### config.mk
export PLATFORM = sky130hd
export DESIGN_NAME = hall_period_meter
export DESIGN_NICKNAME = d
export VERILOG_FILES = /design/src/rtl/hall_period_meter.sv
export SDC_FILE = /design/constraint.sdc
export NUM_CORES = 1
export LEC_CHECK = 0
export ABC_AREA = 1
export CELL_PAD_IN_SITES_DETAIL_PLACEMENT = 0
export CELL_PAD_IN_SITES_GLOBAL_PLACEMENT = 2
export CORE_UTILIZATION = 32
export CTS_CLUSTER_DIAMETER = 50
export DETAILED_ROUTE_END_ITERATION = 8
export GPL_TIMING_DRIVEN = 0
export MAX_ROUTING_LAYER = met4
export PLACE_DENSITY = 0.89
export SYNTH_ARGS = -nofsm -noshare
export SYNTH_HDL_FRONTEND = slang
export SYNTH_SLANG_ARGS = --single-unit
### constraint.sdc
create_clock -name clk -period 2.1 [get_ports clk]
set_input_delay 0.21 -clock clk [delete_from_list [all_inputs] [get_ports clk]]
set_output_delay 0.21 -clock clk [all_outputs]
set_load 0.005 [all_outputs]
### src/rtl/hall_period_meter.sv
// Hall-sensor period meter: measures edge-to-edge rotor time in prescaled ticks
// and reports direction, stall, and illegal hall sequences.
module hall_period_meter #(
  parameter int CNT_W    = 16,
  parameter int PRESCALE = 4,
  parameter int TIMEOUT  = 50000
) (
  input  logic             clk,
  input  logic             rst,
  input  logic             enable,
  input  logic [2:0]       hall_in,
  output logic [CNT_W-1:0] period,
  output logic             period_valid,
  output logic             dir,
  output logic             stalled,
  output logic             hall_fault
);

  localparam int PS_W = (PRESCALE > 2) ? $clog2(PRESCALE) : 1;
  localparam logic [PS_W-1:0]  PS_MAX = PS_W'(PRESCALE - 1);
  localparam logic [CNT_W-1:0] TO_VAL = CNT_W'(TIMEOUT);

  typedef enum logic [1:0] {IDLE, ARM, MEASURE} state_t;

  state_t           state;
  logic [2:0]       sync1, sync2, prev;
  logic [PS_W-1:0]  ps_cnt;
  logic [CNT_W-1:0] tick_cnt;

  // Position in the forward sequence 101,100,110,010,011,001; 7 marks an illegal code.
  function automatic logic [2:0] seq_pos(input logic [2:0] code);
    case (code)
      3'b101:  seq_pos = 3'd0;
      3'b100:  seq_pos = 3'd1;
      3'b110:  seq_pos = 3'd2;
      3'b010:  seq_pos = 3'd3;
      3'b011:  seq_pos = 3'd4;
      3'b001:  seq_pos = 3'd5;
      default: seq_pos = 3'd7;
    endcase
  endfunction

  function automatic logic [2:0] next_pos(input logic [2:0] p);
    next_pos = (p == 3'd5) ? 3'd0 : 3'(p + 3'd1);
  endfunction

  logic [2:0]       pos_new, pos_prev;
  logic             edge_det, ill_new, ill_prev, fwd, rev;
  logic             accepted, bad_jump, illegal_hit, tick, timeout_hit;
  logic [CNT_W-1:0] capture;

  always_comb begin
    pos_new     = seq_pos(sync2);
    pos_prev    = seq_pos(prev);
    edge_det    = (sync2 != prev);
    ill_new     = (pos_new == 3'd7);
    ill_prev    = (pos_prev == 3'd7);
    fwd         = (next_pos(pos_prev) == pos_new);
    rev         = (next_pos(pos_new) == pos_prev);
    accepted    = edge_det && !ill_new && !ill_prev && (fwd || rev);
    bad_jump    = edge_det && !ill_new && !accepted;
    illegal_hit = edge_det && ill_new;
    tick        = (ps_cnt == PS_MAX);
    timeout_hit = (tick_cnt == TO_VAL);
    // The tick landing in the edge cycle itself still counts toward this interval.
    capture     = (tick && tick_cnt != '1) ? tick_cnt + CNT_W'(1) : tick_cnt;
  end

  always_ff @(posedge clk) begin
    if (rst) begin
      state        <= IDLE;
      sync1        <= '0;
      sync2        <= '0;
      prev         <= '0;
      ps_cnt       <= '0;
      tick_cnt     <= '0;
      period       <= '0;
      period_valid <= 1'b0;
      dir          <= 1'b0;
      stalled      <= 1'b0;
      hall_fault   <= 1'b0;
    end else begin
      sync1        <= hall_in;
      sync2        <= sync1;
      prev         <= sync2;
      period_valid <= 1'b0;
      hall_fault   <= 1'b0;
      if (!enable) begin
        state    <= IDLE;
        stalled  <= 1'b0;
        ps_cnt   <= '0;
        tick_cnt <= '0;
      end else begin
        case (state)
          IDLE: begin
            state    <= ARM;
            ps_cnt   <= '0;
            tick_cnt <= '0;
          end
          ARM, MEASURE: begin
            hall_fault <= illegal_hit || bad_jump;
            // Priority: accepted edge, then bad jump, then timeout, then plain counting.
            if (accepted) begin
              dir      <= fwd;
              stalled  <= 1'b0;
              ps_cnt   <= '0;
              tick_cnt <= '0;
              if (state == MEASURE) begin
                period       <= capture;
                period_valid <= 1'b1;
              end
              state <= MEASURE;
            end else if (bad_jump) begin
              ps_cnt   <= '0;
              tick_cnt <= '0;
              state    <= ARM;
            end else if (timeout_hit) begin
              stalled  <= 1'b1;
              period   <= '1;
              ps_cnt   <= '0;
              tick_cnt <= '0;
              state    <= ARM;
            end else begin
              ps_cnt <= tick ? '0 : ps_cnt + PS_W'(1);
              if (tick && tick_cnt != '1)
                tick_cnt <= tick_cnt + CNT_W'(1);
            end
          end
          default: state <= IDLE;
        endcase
      end
    end
  end

endmodule

==> results.md <==
- Result of the run: finished, final reports clean
- Mean Syn Cell Area: 6.53 sq um
- Max Fanout on Critical Path: 5
- Global-route wire length before repair: 12900 um
- Max Root-Sink Buffers: 2
- Share of post-route cells with drive strength above 1: 22.4%
- Number of core rows: 35
- Antenna violations before repair: 0
- Clock tree from TritonCTS: yes
- Number of clock sinks seen by CTS: 49
- Post-synthesis cell type count: 33
- Post-Route Skew: 0.0119 ns
- GRT Overall Usage: 16.8%
- Weighted congestion reported at the end of routability-driven placement: 0.864
- Grt ovf: 0
- Required time reported for the critical path endpoint: 2.31 ns
- Wire length after detailed routing: 8180 um
- Inserted Clock Buffers: 5
- VDD IR-drop max: 0.363 mV
- Number of hold buffers added after CTS: 0
- Share of synthesized area occupied by flip-flops and latches: 32.1%
- Net count after synthesis: 482
- Synth area leaders: sky130_fd_sc_hd__dfxtp_1 (32%), sky130_fd_sc_hd__nand2_1 (14%), sky130_fd_sc_hd__nor2_1 (11%)
- Pin count of the biggest net entering global routing: 16
- Total setup violations reported at the end of the flow: 0
- Vias per Instance: 4.57
- Port-buffer cells: 25
- Number of global-route vias before repair: 2679
- Most common cell after layout, fill and taps aside: sky130_fd_sc_hd__nand2_1
- Initial standard-cell utilization of the core: 33.1%
- Inst Count DP: 622
- Die extent in y: 99.7 um
- Final routed wire length divided by cell count: 12.7 um
- Finished Core Util: 42.4%
- Post-synth design cell area: 3060 sq um
- CORE AREA: 9240 sq um
- Area of the die: 9940 sq um
- Final-stage net count: 530
- Setup total negative slack: 0 ns
- Relative max-transition margin: 59.4%
- Area added between synthesis and finish: 28.1%
- ANT cells: 0
- Number of filler cells placed in the layout: 996
- Leakage power: 1.63 nW
- Maximum capacitance violations: 0
- Min-delay worst type: reg -> reg
- Crit. Startpoint: sync2[1]$_SDFF_PP0_
- Clock root buffer: sky130_fd_sc_hd__clkbuf_8
- Worst Reg-to-Reg Cells: 15
- Power Density: 472 nW/um^2
- Hold violation count in the final report: 0
- Via count: 2950
- I/O pin count: 26
- Max Freq: 489 MHz
- Synth area leader: sky130_fd_sc_hd__dfxtp_1
- Time the worst path needs with I/O delays and setup: 2.04 ns
- Warnings, synthesis: 0
- Setup CP Type: reg -> reg
- Initial DRC count: 98
- Gate count of the mapped netlist: 468
- Final Cycle Share: 97.3%
- End point of the critical path: period[15]$_SDFFE_PP0P_
- Data arrival time of the critical path: 2.25 ns
- Latest clock arrival within the worst-skew pair: 0.31 ns
- Placed wire-length estimate after detailed placement: 5860 um
- RR Endpoint: period[15]$_SDFFE_PP0P_
- Number of remaining DRC errors: 0
- Least-Margin Pin Slew: 0.609 ns
- Element type at the critical path end: flop
- Clock-pin slew on the worst setup and hold paths: 0.09 ns
- Cell Count, Final, Fillers Out: 646
- Highest-count cells in the layout ignoring fill and taps: sky130_fd_sc_hd__nand2_1 (104), sky130_fd_sc_hd__nor2_1 (83), sky130_fd_sc_hd__inv_1 (41), sky130_fd_sc_hd__dfxtp_1 (40), sky130_fd_sc_hd__nand3_1 (38)
- Flop-to-flop setup slack: 0.06 ns
- Worst R2R Start: sync2[1]$_SDFF_PP0_
- Synthesized flop and latch total: 49
- Max H-tree Level: 2
- Final Max Slew Viols: 0
- Die width: 99.7 um
- Critical Path Source Type: flop
- Area share of the leading cell type in the synthesized netlist: 32.1%
- Remaining number of nets flagged by the antenna check after routing: 0
- Initial DRT Pass Iterations: 4
how the worst min path moves through the flow:
stage	cells after the start	startpoint	endpoint
3_3_place_gp	2	sync1[1]$_SDFF_PP0_	sync2[1]$_SDFF_PP0_
3_5_place_dp	2	sync1[1]$_SDFF_PP0_	sync2[1]$_SDFF_PP0_
2_1_floorplan	2	hall_in[0]	sync1[0]$_SDFF_PP0_
4_1_cts	3	hall_in[1]	sync1[1]$_SDFF_PP0_
5_1_grt	3	hall_in[0]	sync1[0]$_SDFF_PP0_
6_report	2	sync1[2]$_SDFF_PP0_	sync2[2]$_SDFF_PP0_
worst max-delay path, cell delays in order (launching register included):
cell                        delay [ns]
sky130_fd_sc_hd__dfxtp_4          0.38
sky130_fd_sc_hd__inv_4            0.07
sky130_fd_sc_hd__nand2_2          0.08
sky130_fd_sc_hd__nand2_2          0.10
sky130_fd_sc_hd__inv_2            0.06
sky130_fd_sc_hd__ha_4             0.26
sky130_fd_sc_hd__nand2_1          0.05
sky130_fd_sc_hd__nand2_1          0.07
sky130_fd_sc_hd__nand3_2          0.09
sky130_fd_sc_hd__nand2_4          0.12
sky130_fd_sc_hd__nand3_4          0.13
sky130_fd_sc_hd__nand2_4          0.13
sky130_fd_sc_hd__nand2_4          0.09
sky130_fd_sc_hd__clkbuf_16        0.17
sky130_fd_sc_hd__nor2_2           0.10
sky130_fd_sc_hd__nor2_1           0.05
flip-flops by register name, indices dropped and copies added (netlist names):
signal and flops:
period_valid 1, sync2 3, ps_cnt 2, sync1 3, period 16, prev 3
hall_fault 1, stalled 1, tick_cnt 16, dir 1, state 2
synthesized netlist by cell type, drive strengths merged:
| master | count |
|---|---|
| buf | 11 |
| clkinv | 1 |
| xor2 | 8 |
| nand3b | 2 |
| dfxtp | 49 |
| xnor2 | 2 |
| o21ai | 11 |
| nand2 | 130 |
| clkbuf | 7 |
| inv | 56 |
| nor3 | 7 |
| ha | 8 |
| a21o | 1 |
| o21a | 1 |
| nand4 | 6 |
| a22oi | 10 |
| and2 | 1 |
| nor2 | 98 |
| nand3 | 46 |
| a21oi | 13 |
area by class of cell:
type                            instances  area (sq um)  area share [%]
Buffer                                 18           119            3.04
Sequential cell                        49          1010            25.7
Clock buffer                            6          72.6            1.85
Inverter                               57           235            6.01
Tap cell                              129           161            4.12
Clock inverter                          2          38.8           0.991
Multi-Input combinational cell        345          1900            48.5
Timing Repair Buffer                   40           380            9.72
per-layer routing:
| metal | GRT usage (%) | share of wire (%) |
|---|---|---|
| met1 | 23.6 | 52 |
| met2 | 25.5 | 44 |
| met3 | 1.90 | 3.4 |
| met4 | 4.41 | 0.88 |
| met5 | - | 0 |
power breakdown:
group	switching, mW	internal, mW	total (mW)
Clock	0.338	0.358	0.697
Combinational	0.128	0.0753	0.203
Sequential	0.0126	0.935	0.948
what timing repair did:
item,in CTS,in global routing
pin swaps,4,16
cloned,0,2
resized for setup,10,52
buffers inserted,1,13
setup endpoints to repair,30,22
cells by family (layout without fill, tap and decap cells):
family | Yosys count | in the layout | synth area share, %
compound gates | 36 | 37 | 7.25
xor+xnor | 10 | 10 | 2.87
simple gates | 290 | 290 | 43.8
buf+inv | 75 | 123 | 10.7
fa+ha+maj | 8 | 8 | 3.28
flops | 49 | 49 | 32.1
through the flow:
| stage | power (mW) | area [sq um] | hold WS, ns | setup slack (ns) |
|---|---|---|---|---|
| 2_1_floorplan | 1.09 | 3060 | 0.317 | 0.210 |
| 3_3_place_gp | 1.13 | 3470 | 0.393 | -0.143 |
| 3_5_place_dp | 1.14 | 3470 | 0.396 | -0.111 |
| 4_1_cts | 1.85 | 3600 | 0.400 | 0.00384 |
| 5_1_grt | 1.93 | 3910 | 0.409 | -0.0268 |
| 6_report | 1.85 | 3910 | 0.401 | 0.0564 |
(Power assumes the default switching activity.)
